### config.mk
export PLATFORM = sky130hd
export DESIGN_NAME = sum4b_bcd_display_flat
export DESIGN_NICKNAME = d
export VERILOG_FILES = /design/src/rtl/sum4b_bcd_display_if.sv /design/src/rtl/sum4b_bcd_display.sv /design/src/flat_wrapper.sv
export SDC_FILE = /design/constraint.sdc
export NUM_CORES = 1
export LEC_CHECK = 0
export CORE_UTILIZATION = 61
export DETAILED_ROUTE_END_ITERATION = 10
export DONT_BUFFER_PORTS = 1
export GPL_TIMING_DRIVEN = 0
export PLACE_DENSITY = 0.81
export SLEW_MARGIN = 10
export SYNTH_ARGS = -nofsm -noshare
export SYNTH_HDL_FRONTEND = slang
export SYNTH_SLANG_ARGS = --single-unit
export TNS_END_PERCENT = 1
### constraint.sdc
create_clock -name clk -period 6.8 [get_ports clk]
set_input_delay 1.7 -clock clk [delete_from_list [all_inputs] [get_ports clk]]
set_output_delay 1.7 -clock clk [all_outputs]
set_load 0.02 [all_outputs]
### src/rtl/sum4b_bcd_display_if.sv
// Bus between the sum4b adder side and the BCD display stage:
// the captured operand, the load strobe, the conversion status and the display drive.
interface sum4b_bcd_display_if;
    logic       Cout;
    logic [3:0] S;
    logic       load;
    logic       busy;
    logic       done;
    logic [7:0] bcd;
    logic [6:0] sseg;
    logic [1:0] an;

    modport master (output Cout, S, load, input busy, done, bcd, sseg, an);
    modport slave  (input Cout, S, load, output busy, done, bcd, sseg, an);
endinterface

### src/rtl/sum4b_bcd_display.sv
// Captures the 5-bit adder result, converts it to two BCD digits by sequential double-dabble,
// and drives two multiplexed common-anode 7-segment digits. Define BLANK_ZERO_EN to blank a leading tens zero.
module sum4b_bcd_display #(
    parameter int REFRESH_DIV = 50000
) (
    input logic                  clk,
    input logic                  rst,
    sum4b_bcd_display_if.slave   bus
);
    localparam int             CW      = (REFRESH_DIV > 1) ? $clog2(REFRESH_DIV) : 1;
    localparam logic [CW-1:0]  CNT_MAX = CW'(REFRESH_DIV - 1);

    localparam logic [0:0] IDLE = 1'b0;
    localparam logic [0:0] CONV = 1'b1;

`ifdef BLANK_ZERO_EN
    localparam bit BLANK_ZERO = 1'b1;
`else
    localparam bit BLANK_ZERO = 1'b0;
`endif

    logic [0:0] state;
    logic [4:0] bin_sr;
    logic [7:0] scratch;
    logic [7:0] adj;
    logic [7:0] scratch_nx;
    logic [2:0] step;
    logic       done_r;
    logic [7:0] bcd_r;

    // Add-3 correction on each nibble before the shift
    always_comb begin
        adj = scratch;
        if (scratch[3:0] >= 4'd5) adj[3:0] = scratch[3:0] + 4'd3;
        if (scratch[7:4] >= 4'd5) adj[7:4] = scratch[7:4] + 4'd3;
        scratch_nx = {adj[6:0], bin_sr[4]};
    end

    always_ff @(posedge clk) begin
        if (rst) begin
            state   <= IDLE;
            bin_sr  <= '0;
            scratch <= '0;
            step    <= '0;
            done_r  <= 1'b0;
            bcd_r   <= '0;
        end else begin
            done_r <= 1'b0;
            if (state == IDLE) begin
                if (bus.load) begin
                    bin_sr  <= {bus.Cout, bus.S};
                    scratch <= '0;
                    step    <= '0;
                    state   <= CONV;
                end
            end else begin
                scratch <= scratch_nx;
                bin_sr  <= {bin_sr[3:0], 1'b0};
                step    <= step + 3'd1;
                if (step == 3'd4) begin
                    bcd_r  <= scratch_nx;
                    done_r <= 1'b1;
                    state  <= IDLE;
                end
            end
        end
    end

    logic [CW-1:0] cnt;
    logic          sel;
    logic          sel_nx;
    logic [3:0]    digit;
    logic [6:0]    seg_nx;
    logic [6:0]    sseg_r;
    logic [1:0]    an_r;

    // Segments are decoded for the slot that will be active after this edge
    always_comb begin
        sel_nx = (cnt == CNT_MAX) ? ~sel : sel;
        digit  = sel_nx ? bcd_r[7:4] : bcd_r[3:0];
        case (digit)
            4'd0:    seg_nx = 7'b1000000;
            4'd1:    seg_nx = 7'b1111001;
            4'd2:    seg_nx = 7'b0100100;
            4'd3:    seg_nx = 7'b0110000;
            4'd4:    seg_nx = 7'b0011001;
            4'd5:    seg_nx = 7'b0010010;
            4'd6:    seg_nx = 7'b0000010;
            4'd7:    seg_nx = 7'b1111000;
            4'd8:    seg_nx = 7'b0000000;
            4'd9:    seg_nx = 7'b0010000;
            default: seg_nx = 7'b1111111;
        endcase
        if (BLANK_ZERO && sel_nx && (bcd_r[7:4] == 4'd0)) seg_nx = 7'b1111111;
    end

    always_ff @(posedge clk) begin
        if (rst) begin
            cnt    <= '0;
            sel    <= 1'b0;
            an_r   <= 2'b10;
            sseg_r <= 7'b1000000;
        end else begin
            cnt    <= (cnt == CNT_MAX) ? '0 : cnt + CW'(1);
            sel    <= sel_nx;
            an_r   <= sel_nx ? 2'b01 : 2'b10;
            sseg_r <= seg_nx;
        end
    end

    assign bus.busy = (state == CONV);
    assign bus.done = done_r;
    assign bus.bcd  = bcd_r;
    assign bus.sseg = sseg_r;
    assign bus.an   = an_r;
endmodule
### src/flat_wrapper.sv
// flat-port wrapper written by rule: the top's interface ports become plain ports
module sum4b_bcd_display_flat 
#(
    parameter int REFRESH_DIV = 50000
)
  (clk, rst, bus_Cout, bus_S, bus_load, bus_busy, bus_done, bus_bcd, bus_sseg, bus_an);
  sum4b_bcd_display_if bus_i ();
  input logic clk;
  input logic rst;
  input wire logic [$bits(bus_i.Cout)-1:0] bus_Cout;
  input wire logic [$bits(bus_i.S)-1:0] bus_S;
  input wire logic [$bits(bus_i.load)-1:0] bus_load;
  output wire logic [$bits(bus_i.busy)-1:0] bus_busy;
  output wire logic [$bits(bus_i.done)-1:0] bus_done;
  output wire logic [$bits(bus_i.bcd)-1:0] bus_bcd;
  output wire logic [$bits(bus_i.sseg)-1:0] bus_sseg;
  output wire logic [$bits(bus_i.an)-1:0] bus_an;
  assign bus_i.Cout = bus_Cout;
  assign bus_i.S = bus_S;
  assign bus_i.load = bus_load;
  assign bus_busy = bus_i.busy;
  assign bus_done = bus_i.done;
  assign bus_bcd = bus_i.bcd;
  assign bus_sseg = bus_i.sseg;
  assign bus_an = bus_i.an;
  sum4b_bcd_display #(.REFRESH_DIV(REFRESH_DIV)) u_core (.clk(clk), .rst(rst), .bus(bus_i));
endmodule
Word-level counts from Yosys, hierarchy flattened
Memories as Yosys holds them, arrays and structs flattened. A register that Yosys moved wholly into a read port is not among the register bits.
Cells that the tools add are included.
{"block": "op_classes", "n_addsub": 4, "magnitude_cmp": 2, "eq_ne": 2, "n_mux": 15, "bitwise": 2, "reduce_logical": 5}
{"cell": "adder 16 x 1 -> 16 bit, second input constant", "count": 1}
{"cell": "== test 16 bit, second input constant", "count": 1}
{"cell": "two-way mux 8 bit", "count": 2}
{"cell": "two-way mux 5 bit", "count": 2}
{"cell": "two-way mux 3 bit", "count": 3}
{"cell": "greater-or-equal comparator 4 x 3 -> 1 bit, second input constant", "count": 2}
{"cell": "two-way mux 4 bit", "count": 2}
{"cell": "OR reduction 2 bit", "count": 3}
{"cell": "two-way mux 1 bit", "count": 5}
{"cell": "adder 4 x 2 -> 4 bit, second input constant", "count": 1}
{"cell": "adder 3 x 1 -> 3 bit, second input constant", "count": 1}
{"cell": "adder 3 x 2 -> 3 bit, second input constant", "count": 1}
{"cell": "== test 3 bit, second input constant", "count": 1}
{"cell": "two-way mux 2 bit", "count": 1}
{"cell": "NOT 1 bit", "count": 2}
{"cell": "AND reduction 2 bit", "count": 1}
{"cell": "nonzero test 2 bit", "count": 1}
{"block": "word_totals", "ff_bits": 45, "rom_bits": 112, "out_inout_bits": 19, "wordCells": 41, "n_memories": 1}
{"memory": "(name not given)", "words": 16, "width": 7, "read_ports": 1, "rd_clocked_by_memory_dff": 1, "write_ports": 0, "line": "sum4b_bcd_display.sv:81", "text": "case (digit)"}

Logic depth before layout (Yosys ltp)
Gate-level depths: netlist (run 1).
{"block": "logic_depth", "word_depth": 3, "ltp_mapped": 12}

Least setup slack after synthesis (run 1)
No wires, ideal clock.
{"block": "synth_path", "path_kind": "input port to flip-flop", "from": "input port bus_load", "to": "register u_core.bin_sr[2]", "setup_time_ns": 0.128, "arrival_ns": 2.439, "setup_slack_ns": 4.233, "path_stages": 5, "path_buffers": 1, "cell_sequence": "buf_1 mux2i_1 nor2_1 a21oi_1 nor2_1"}
{"block": "synth_between", "elab_chain_len": 1}
{"element": "from (decl)", "line": "flat_wrapper.sv:12", "text": "input wire logic [$bits(bus_i.load)-1:0] bus_load;"}
{"element": "nonzero test 2 bit (no line)"}
{"element": "to (signal assigned)", "line": "sum4b_bcd_display.sv:51", "text": "bin_sr <= {bus.Cout, bus.S};"}
{"element": "to (signal assigned)", "line": "sum4b_bcd_display.sv:58", "text": "bin_sr <= {bin_sr[3:0], 1'b0};"}
{"element": "to (decl)", "line": "sum4b_bcd_display.sv:23", "text": "logic [4:0] bin_sr;"}
Every way passes these cells.
A chain may end at the register's enable or synchronous reset.

Worst setup path after layout (run 1)
{"block": "layout_path", "from": "register u_core.an_r[0] (netlist: u_core.bus.an[0])", "to": "output port bus_an[0]"}
{"element": "from (decl)", "line": "sum4b_bcd_display.sv:75", "text": "logic [1:0] an_r;"}
{"element": "from (signal assigned)", "line": "sum4b_bcd_display.sv:106", "text": "an_r <= sel_nx ? 2'b01 : 2'b10;"}
{"element": "to (decl)", "line": "flat_wrapper.sv:17", "text": "output wire logic [$bits(bus_i.an)-1:0] bus_an;"}
No word-level cell between the ends.

==> load_flow_metrics.sql, run 1 <==
INSERT INTO impl_metrics (metric_group, metric, value, unit) VALUES
('clock_tree', 'cts_inserted_buffers', '5', ''),
('sta', 'report.final.setup_viol', '0', ''),
('floorplan', 'die-width', '65.9', 'um'),
('route', 'first_pass_iters', '4', ''),
('pwr', 'p_per_area', '188', 'nW/um2'),
('sta', 'final-hold-violation-count', '0', ''),
('yosys', 'ys_types', '41', ''),
('global_routing', 'track_usage', '23.1', '%'),
('global_routing', 'grt_max_degree', '15', ''),
('layout', 'multi_input_comb_area', '1310', 'um2'),
('critical_path', 'crit_path_cell_trace', 'buf_4', ''),
('critical_path', 'cells_on_worst_reg2reg_path', '11', ''),
('clock_tree', 'path_clk_slew', '0.08', 'ns'),
('sta', 'worstMarginPinSlew', '0.729', 'ns'),
('floorplan', 'floorplan.io_pins', '27', ''),
('sta', 'maxClockFrequency', '0.379', 'GHz'),
('pwr', 'report.power.total', '495', 'uW'),
('route', 'wire_per_inst', '13.3', 'um'),
('floorplan', 'die-height', '65.9', 'um'),
('clock_tree', 'cts_tree', 'yes', ''),
('clock_tree', 'cts_max_level', '2', ''),
('sta', 'rsz0062_at_grt', 'false', ''),
('min_path', 'worst_hold_end', 'u_core.cnt[0]$_SDFF_PP0_', ''),
('yosys', 'synthFlopType', 'sky130_fd_sc_hd__dfxtp_1', ''),
('sta', 'final.setup.tns', '0', 'ns'),
('route', 'routed_wl', '4490', 'um'),
('yosys', 'top_count_cell_post_synth', 'sky130_fd_sc_hd__dfxtp_1', ''),
('yosys', 'post_synth_instance_area', '2490', 'um2'),
('critical_path', 'worst_setup_path_end_kind', 'output port', ''),
('clock_tree', 'clock_latency', '0.30', 'ns'),
('sta', 'timing.final.max_slew_violations', '0', ''),
('critical_path', 'cp.buffers_inverters', '1', ''),
('critical_path', 'reg2reg_setup_slack', '4.26', 'ns'),
('yosys', 'yosys_register_bits', '51', ''),
('critical_path', 'critical_path_required', '5.10', 'ns'),
('layout', 'fillerInstances', '325', ''),
('pwr', 'power.internal', '384', 'uW'),
('pwr', 'net_switching_power_figure', '111', 'uW'),
('floorplan', 'dieArea', '4340', 'um2'),
('sta', 'final.period_utilization', '38.8', '%'),
('critical_path', 'critical_path.reg2reg.startpoint', 'u_core.cnt[0]$_SDFF_PP0_', ''),
('yosys', 'syn_nets', '297', ''),
('pwr', 'seq_power_share', '62.2', '%'),
('global_routing', 'grt_pass1_vias', '1777', ''),
('outcome', 'run_status', 'completed', ''),
('layout', 'area_growth_syn_to_layout', '5.68', '%'),
('critical_path', 'cpMaxStageDelayCell', 'sky130_fd_sc_hd__dfxtp_1', ''),
('pwr', 'share_clk_of_total_power', '33.0', '%'),
('critical_path', 'critPathLaunchType', 'flop', ''),
('clock_tree', 'post_cts_resized', '0', ''),
('yosys', 'netlist_top_cells_count', '51 x sky130_fd_sc_hd__dfxtp_1, 39 x sky130_fd_sc_hd__nor2_1, 31 x sky130_fd_sc_hd__a21oi_1', ''),
('layout', 'drive_above_1_share', '7.96', '%'),
('route', 'dr_total_vias', '1924', ''),
('clock_tree', 'cts.sinks', '51', ''),
('layout', 'final_nets', '304', ''),
('route', 'drt_drc_violations_left', '0', ''),
('pwr', 'power.leakage', '0.000986', 'uW'),
('critical_path', 'critical-path-top-delay-family', 'flip-flops', ''),
('global_routing', 'grt_first_pass_wirelength', '7770', 'um'),
('sta', 'clock_skew', '0.00489', 'ns'),
('clock_tree', 'cts.path.max_buffers', '2', ''),
('yosys', 'yosys.area.top_type', 'sky130_fd_sc_hd__dfxtp_1', ''),
('min_path', 'hold_class', 'flop to flop', ''),
('layout', 'layout.area.seq', '1020', 'um2'),
('job', 'max_cap_viol_count', '0', ''),
('sta', 'finalCriticalPeriod', '2.64', 'ns'),
('place', 'routabilityCongestion', '0.798', ''),
('critical_path', 'reg2reg_to', 'u_core.bus.sseg[5]$_SDFF_PP0_', ''),
('layout', 'insertedDiodeCount', '0', ''),
('clock_tree', 'cts_hold_buf', '0', ''),
('sta', 'timing.max_slew.rel_slack', '51.2', '%');
## worst max-delay path by stage
stage,from,endpoint,slack [ns],depth (start not counted)
after floorplan,bus_load,u_core.bin_sr[2]$_SDFFE_PP0P_,4.23,5
after global placement,rst,u_core.bus.bcd[6]$_SDFFE_PP0P_,4.06,3
after detailed placement,rst,u_core.bus.bcd[2]$_SDFFE_PP0P_,4.07,3
after CTS,u_core.bus.an[0]$_SDFF_PP0_,bus_an[0],4.14,1
after global routing,u_core.cnt[0]$_SDFF_PP0_,u_core.bus.sseg[5]$_SDFF_PP0_,4.05,11
final,u_core.bus.an[0]$_SDFF_PP0_,bus_an[0],4.16,1
## stage by stage
step,hold slack (ns),setup slack [ns],util [%],std cells,cell area [um2]
finish,0.492,4.16,69.2,337,2630
global route,0.513,4.05,69.2,337,2630
CTS,0.498,4.14,69.2,337,2630
detailed placement,0.477,4.07,67.1,329,2550
global placement,0.465,4.06,67.1,329,2550
floorplan,0.441,4.23,-,281,2490
## layout make-up
cell class,count,area share (%)
inverters,12,1.71
flip-flops and latches,51,38.8
multi-input cells,202,49.8
clock inverters,1,0.190
well taps,48,2.28
plain buffers,16,4.28
clock buffers,7,2.90
## placed cells by master (no fill, tap or decap), drive strengths merged, types with 8 or more instances in the layout
| master | synthesis | final |
|---|---|---|
| inv | 12 | 12 |
| a21oi | 31 | 31 |
| dfxtp | 51 | 51 |
| nor3 | 8 | 8 |
| ha | 8 | 8 |
| clkbuf | 12 | 19 |
| nor2 | 39 | 39 |
| mux2i | 12 | 12 |
| nand2 | 12 | 12 |
| xnor2 | 10 | 10 |
| o21ai | 12 | 12 |
| nor3b | 9 | 9 |
| nand3 | 10 | 10 |
## cells by family (layout without fill, tap and decap cells)
group	count (synthesis)	after routing	share of synthesized area, %
AOI/OAI and AO/OA	56	56	12.8
xor gates and xnor gates	16	16	5.93
adders and majority gates	8	8	4.02
buffers and inverters	28	36	6.33
DFF	51	51	41.0
muxes	15	15	6.18
and+or+nand+nor	107	107	23.7
## flip-flops by register name, summed over array words and instances, names as in the netlist
register / count
u_core.bus.an: 2
u_core.bus.done: 1
u_core.bus.sseg: 7
u_core.bus.busy: 1
u_core.bin_sr: 5
u_core.bus.bcd: 8
u_core.step: 3
u_core.scratch: 8
u_core.cnt: 16
## power groups by stage
| stage | Combinational, uW | Sequential [uW] | Clock (uW) |
|---|---|---|---|
| finish | 23.8 | 308 | 163 |
| global route | 27.1 | 308 | 180 |
| CTS | 24.0 | 308 | 167 |
| detailed placement | 23.9 | 315 | 0 |
| global placement | 23.4 | 314 | 0 |
| floorplan | 18.9 | 314 | 0 |
## metal layers
| layer | wire, um | track usage, % | share of wire, % | vias to the layer above |
|---|---|---|---|---|
| met5 | 0 | 0 | 0 | - |
| met1 | 2190 | 30.2 | 49 | 883 |
| met4 | 57 | 6.79 | 1.3 | 0 |
| met3 | 281 | 6.21 | 6.3 | 6 |
| met2 | 1960 | 37.0 | 44 | 54 |
| li1 | - | - | - | 981 |
(Power assumes the default switching activity.)
==> run 2, diff against run 1 <==
==> constraint.sdc (replaced) <==
create_clock -name clk -period 2.59 [get_ports clk]
set_input_delay 0.6475 -clock clk [delete_from_list [all_inputs] [get_ports clk]]
set_output_delay 0.6475 -clock clk [all_outputs]
set_load 0.02 [all_outputs]
==> run 2 against run 1 <==
- register-to-register slack lost 4.1 ns
- clock power increased to 2.6 times the previous value
- global-route usage unchanged
- critical path depth up 10
- first-iteration DRC count is 8.5% higher
- clock skew is 0.00057 ns higher
- sequential power grew to 2.6 times the previous value
- setup slack lost 4.0 ns
- sequential share of layout area decreased by 0.22 points
- critical path type is now flop to flop
- largest cell class unchanged
==> load_flow_metrics.sql, run 2 (synthesized netlist as in run 1, its figures left out) <==
INSERT INTO impl_metrics (metric_group, metric, value, unit) VALUES
('outcome', 'run_status', 'completed', ''),
('job', 'max_cap_viol_count', '0', ''),
('sta', 'clock_skew', '0.00546', 'ns'),
('global_routing', 'globalRouteOverflowTotal', '0', ''),
('global_routing', 'grt_max_degree', '15', ''),
('place', 'dp.final_hpwl', '3230', 'um'),
('sta', 'final-hold-violation-count', '0', ''),
('critical_path', 'worst_setup_path_end_kind', 'flop', ''),
('clock_tree', 'cts_tree', 'yes', ''),
('layout', 'most_frequent_cells_in_the_layout', '49 x sky130_fd_sc_hd__dfxtp_1, 39 x sky130_fd_sc_hd__nor2_1, 31 x sky130_fd_sc_hd__a21oi_1', ''),
('global_routing', 'antenna_found_initial', '0', ''),
('min_path', 'worst_hold_startpoint', 'u_core.cnt[0]$_SDFF_PP0_', ''),
('critical_path', 'critical_path.max_fanout', '10', ''),
('critical_path', 'reg2reg_to', 'u_core.bus.sseg[5]$_SDFF_PP0_', ''),
('place', 'routabilityCongestion', '0.798', ''),
('global_routing', 'grt_pass1_vias', '1777', ''),
('clock_tree', 'cts.sinks', '51', ''),
('floorplan', 'floorplan.io_pins', '27', ''),
('critical_path', 'critical_path_required', '2.78', 'ns'),
('sta', 'timing.max_slew.rel_slack', '51.1', '%'),
('route', 'postRouteAntennaNets', '0', ''),
('layout', 'drive_above_1_share', '8.97', '%'),
('layout', 'final_nets', '305', ''),
('clock_tree', 'cts_max_level', '2', ''),
('global_routing', 'track_usage', '23.1', '%'),
('floorplan', 'core_footprint', '3800', 'um2'),
('pwr', 'max-vdd-ir-drop', '0.336', 'mV'),
('route', 'routed_wl', '4500', 'um'),
('layout', 'flip_flop_count_of_the_largest_register_all_copies_and_words_added', '16', ''),
('critical_path', 'critical_path_data_arrival_time', '2.59', 'ns'),
('route', 'dr_total_vias', '1928', ''),
('critical_path', 'critPathLaunchType', 'flop', ''),
('pwr', 'power.leakage', '0.000993', 'uW'),
('critical_path', 'reg2reg_setup_slack', '0.19', 'ns'),
('sta', 'final.period_utilization', '92.7', '%'),
('route', 'drt_first_iter_violations', '89', ''),
('clock_tree', 'path_clk_slew', '0.09', 'ns'),
('floorplan', 'dieArea', '4340', 'um2'),
('sta', 'fin_ws', '0.190', 'ns'),
('sta', 'report.final.setup_viol', '0', ''),
('sta', 'final.setup.tns', '0', 'ns'),
('layout', 'largest_register', 'u_core.cnt', ''),
('critical_path', 'timing_worst_setup_path_type', 'flop to flop', ''),
('pwr', 'p_per_area', '491', 'nW/um2'),
('clock_tree', 'cts.path.max_buffers', '2', ''),
('place', 'buffer_ports.inserted', '0', ''),
('layout', 'insertedDiodeCount', '0', ''),
('layout', 'area_growth_syn_to_layout', '6.54', '%'),
('route', 'first_pass_iters', '4', ''),
('sta', 'rsz0062_at_grt', 'false', ''),
('min_path', 'worst_hold_end', 'u_core.cnt[0]$_SDFF_PP0_', ''),
('layout', 'layout.cells.most_common', 'sky130_fd_sc_hd__dfxtp_1', ''),
('clock_tree', 'clock_latency', '0.30', 'ns'),
('floorplan', 'die-width', '65.9', 'um'),
('critical_path', 'critical_path.reg2reg.startpoint', 'u_core.cnt[0]$_SDFF_PP0_', ''),
('clock_tree', 'cts_inserted_buffers', '5', ''),
('min_path', 'timing.hold.worst_path_depth', '1', ''),
('route', 'vias_per_cell', '5.70', ''),
('global_routing', 'grt_first_pass_wirelength', '7770', 'um'),
('sta', 'worstMarginPinSlew', '0.731', 'ns'),
('floorplan', 'floorplan.rows', '22', ''),
('route', 'drt_drc_violations_left', '0', ''),
('sta', 'maxClockFrequency', '0.417', 'GHz'),
('floorplan', 'die-height', '65.9', 'um'),
('floorplan', 'initial_cell_density_of_the_core', '65.5', '%'),
('critical_path', 'cells_on_worst_reg2reg_path', '11', ''),
('min_path', 'hold_class', 'flop to flop', ''),
('sta', 'timing.final.max_slew_violations', '0', ''),
('sta', 'finalCriticalPeriod', '2.40', 'ns'),
('route', 'wire_per_inst', '13.3', 'um'),
('place', 'detailedPlace.worstSlack', '0.0526', 'ns'),
('clock_tree', 'cts_root_buffer', 'sky130_fd_sc_hd__clkbuf_8', '');
==> run 2: cell count changes in the layout (fill, tap and decap cells not counted) <==
| cell | before | now |
|---|---|---|
| sky130_fd_sc_hd__dfxtp_2 | 0 | 2 |
| sky130_fd_sc_hd__dfxtp_1 | 51 | 49 |
| sky130_fd_sc_hd__xor2_2 | 1 | 0 |
| sky130_fd_sc_hd__xor2_4 | 0 | 1 |
| sky130_fd_sc_hd__buf_4 | 1 | 2 |
==> run 2: through the flow <==
step           util (%)  hold slack (ns)  std cells  power (uW)  area (um2)
2_1_floorplan         -            0.441        281         873        2490
3_3_place_gp       67.1            0.465        329         887        2550
3_5_place_dp       67.1            0.477        329         889        2550
4_1_cts            69.2            0.498        337        1310        2630
5_1_grt            69.8            0.473        338        1360        2650
6_report           69.8            0.457        338        1300        2650
==> run 2: cell type report <==
type,instances,area [um2]
Buffer,16,113
Clock buffer,7,76.3
Clock inverter,1,5.00
Fill cell,319,1150
Inverter,12,45.0
Multi-Input combinational cell,202,1320
Sequential cell,51,1020
Tap cell,48,60.1
Timing Repair Buffer,1,7.51
==> run 2: per-layer routing <==
metal | wire, um | vias to the layer above | track usage, %
met5 | 0 | - | 0
met4 | 46 | 0 | 6.79
met3 | 277 | 4 | 6.21
met2 | 1960 | 50 | 37.0
met1 | 2210 | 887 | 30.2
li1 | - | 987 | -
==> run 2: worst max-delay path by stage <==
stage	startpoint	endpoint	slack, ns	depth (start not counted)
2_1_floorplan	u_core.cnt[0]$_SDFF_PP0_	u_core.bus.sseg[5]$_SDFF_PP0_	0.30	11
3_3_place_gp	u_core.cnt[0]$_SDFF_PP0_	u_core.bus.sseg[5]$_SDFF_PP0_	0.09	11
3_5_place_dp	u_core.cnt[0]$_SDFF_PP0_	u_core.bus.sseg[5]$_SDFF_PP0_	0.05	11
4_1_cts	u_core.cnt[0]$_SDFF_PP0_	u_core.bus.sseg[5]$_SDFF_PP0_	0.03	11
5_1_grt	u_core.cnt[0]$_SDFF_PP0_	u_core.bus.sseg[5]$_SDFF_PP0_	0.01	11
6_report	u_core.cnt[0]$_SDFF_PP0_	u_core.bus.sseg[5]$_SDFF_PP0_	0.19	11
==> run 2: power by group <==
part / leakage [uW] / internal, uW / switching (uW)
logic: 0.000537 / 22.3 / 40.2
registers: 0.000413 / 796 / 12.5
clock network: 0.0000422 / 190 / 241
==> run 2: what timing repair did <==
| item | in CTS | in global routing |
|---|---|---|
| hold buffers | 0 | 0 |
| resized for setup | 0 | 3 |
| setup buffers | 0 | 1 |
| endpoints found under the setup margin | 0 | 2 |
==> run 2: critical path, stage by stage (launching register included) <==
cell	delay (ns)
sky130_fd_sc_hd__dfxtp_2	0.37
sky130_fd_sc_hd__ha_1	0.18
sky130_fd_sc_hd__and3_1	0.14
sky130_fd_sc_hd__buf_2	0.17
sky130_fd_sc_hd__nand4_4	0.14
sky130_fd_sc_hd__xor2_4	0.20
sky130_fd_sc_hd__buf_6	0.16
sky130_fd_sc_hd__mux2_2	0.33
sky130_fd_sc_hd__ha_1	0.23
sky130_fd_sc_hd__nor3b_1	0.16
sky130_fd_sc_hd__or3_1	0.13
sky130_fd_sc_hd__a21oi_1	0.06
==> run 3, diff against run 2 <==
==> constraint.sdc (replaced) <==
create_clock -name clk -period 2.9 [get_ports clk]
set_input_delay 0.725 -clock clk [delete_from_list [all_inputs] [get_ports clk]]
set_output_delay 0.725 -clock clk [all_outputs]
set_load 0.02 [all_outputs]
==> results of run 3 <==
Same layout as run 1 (identical final DEF). Status: completed.
Among the figures that moved: setup slack after placement 4.07 ns -> 0.363 ns; setup slack after layout 4.16 ns -> 0.357 ns; start point of the critical path u_core.bus.an[0]$_SDFF_PP0_ -> u_core.cnt[0]$_SDFF_PP0_; end point of the critical path bus_an[0] -> u_core.bus.sseg[5]$_SDFF_PP0_; register-to-register setup slack 4.26 ns -> 0.36 ns; total power 495 uW -> 1160 uW; worst IR drop on VDD 0.128 mV -> 0.301 mV
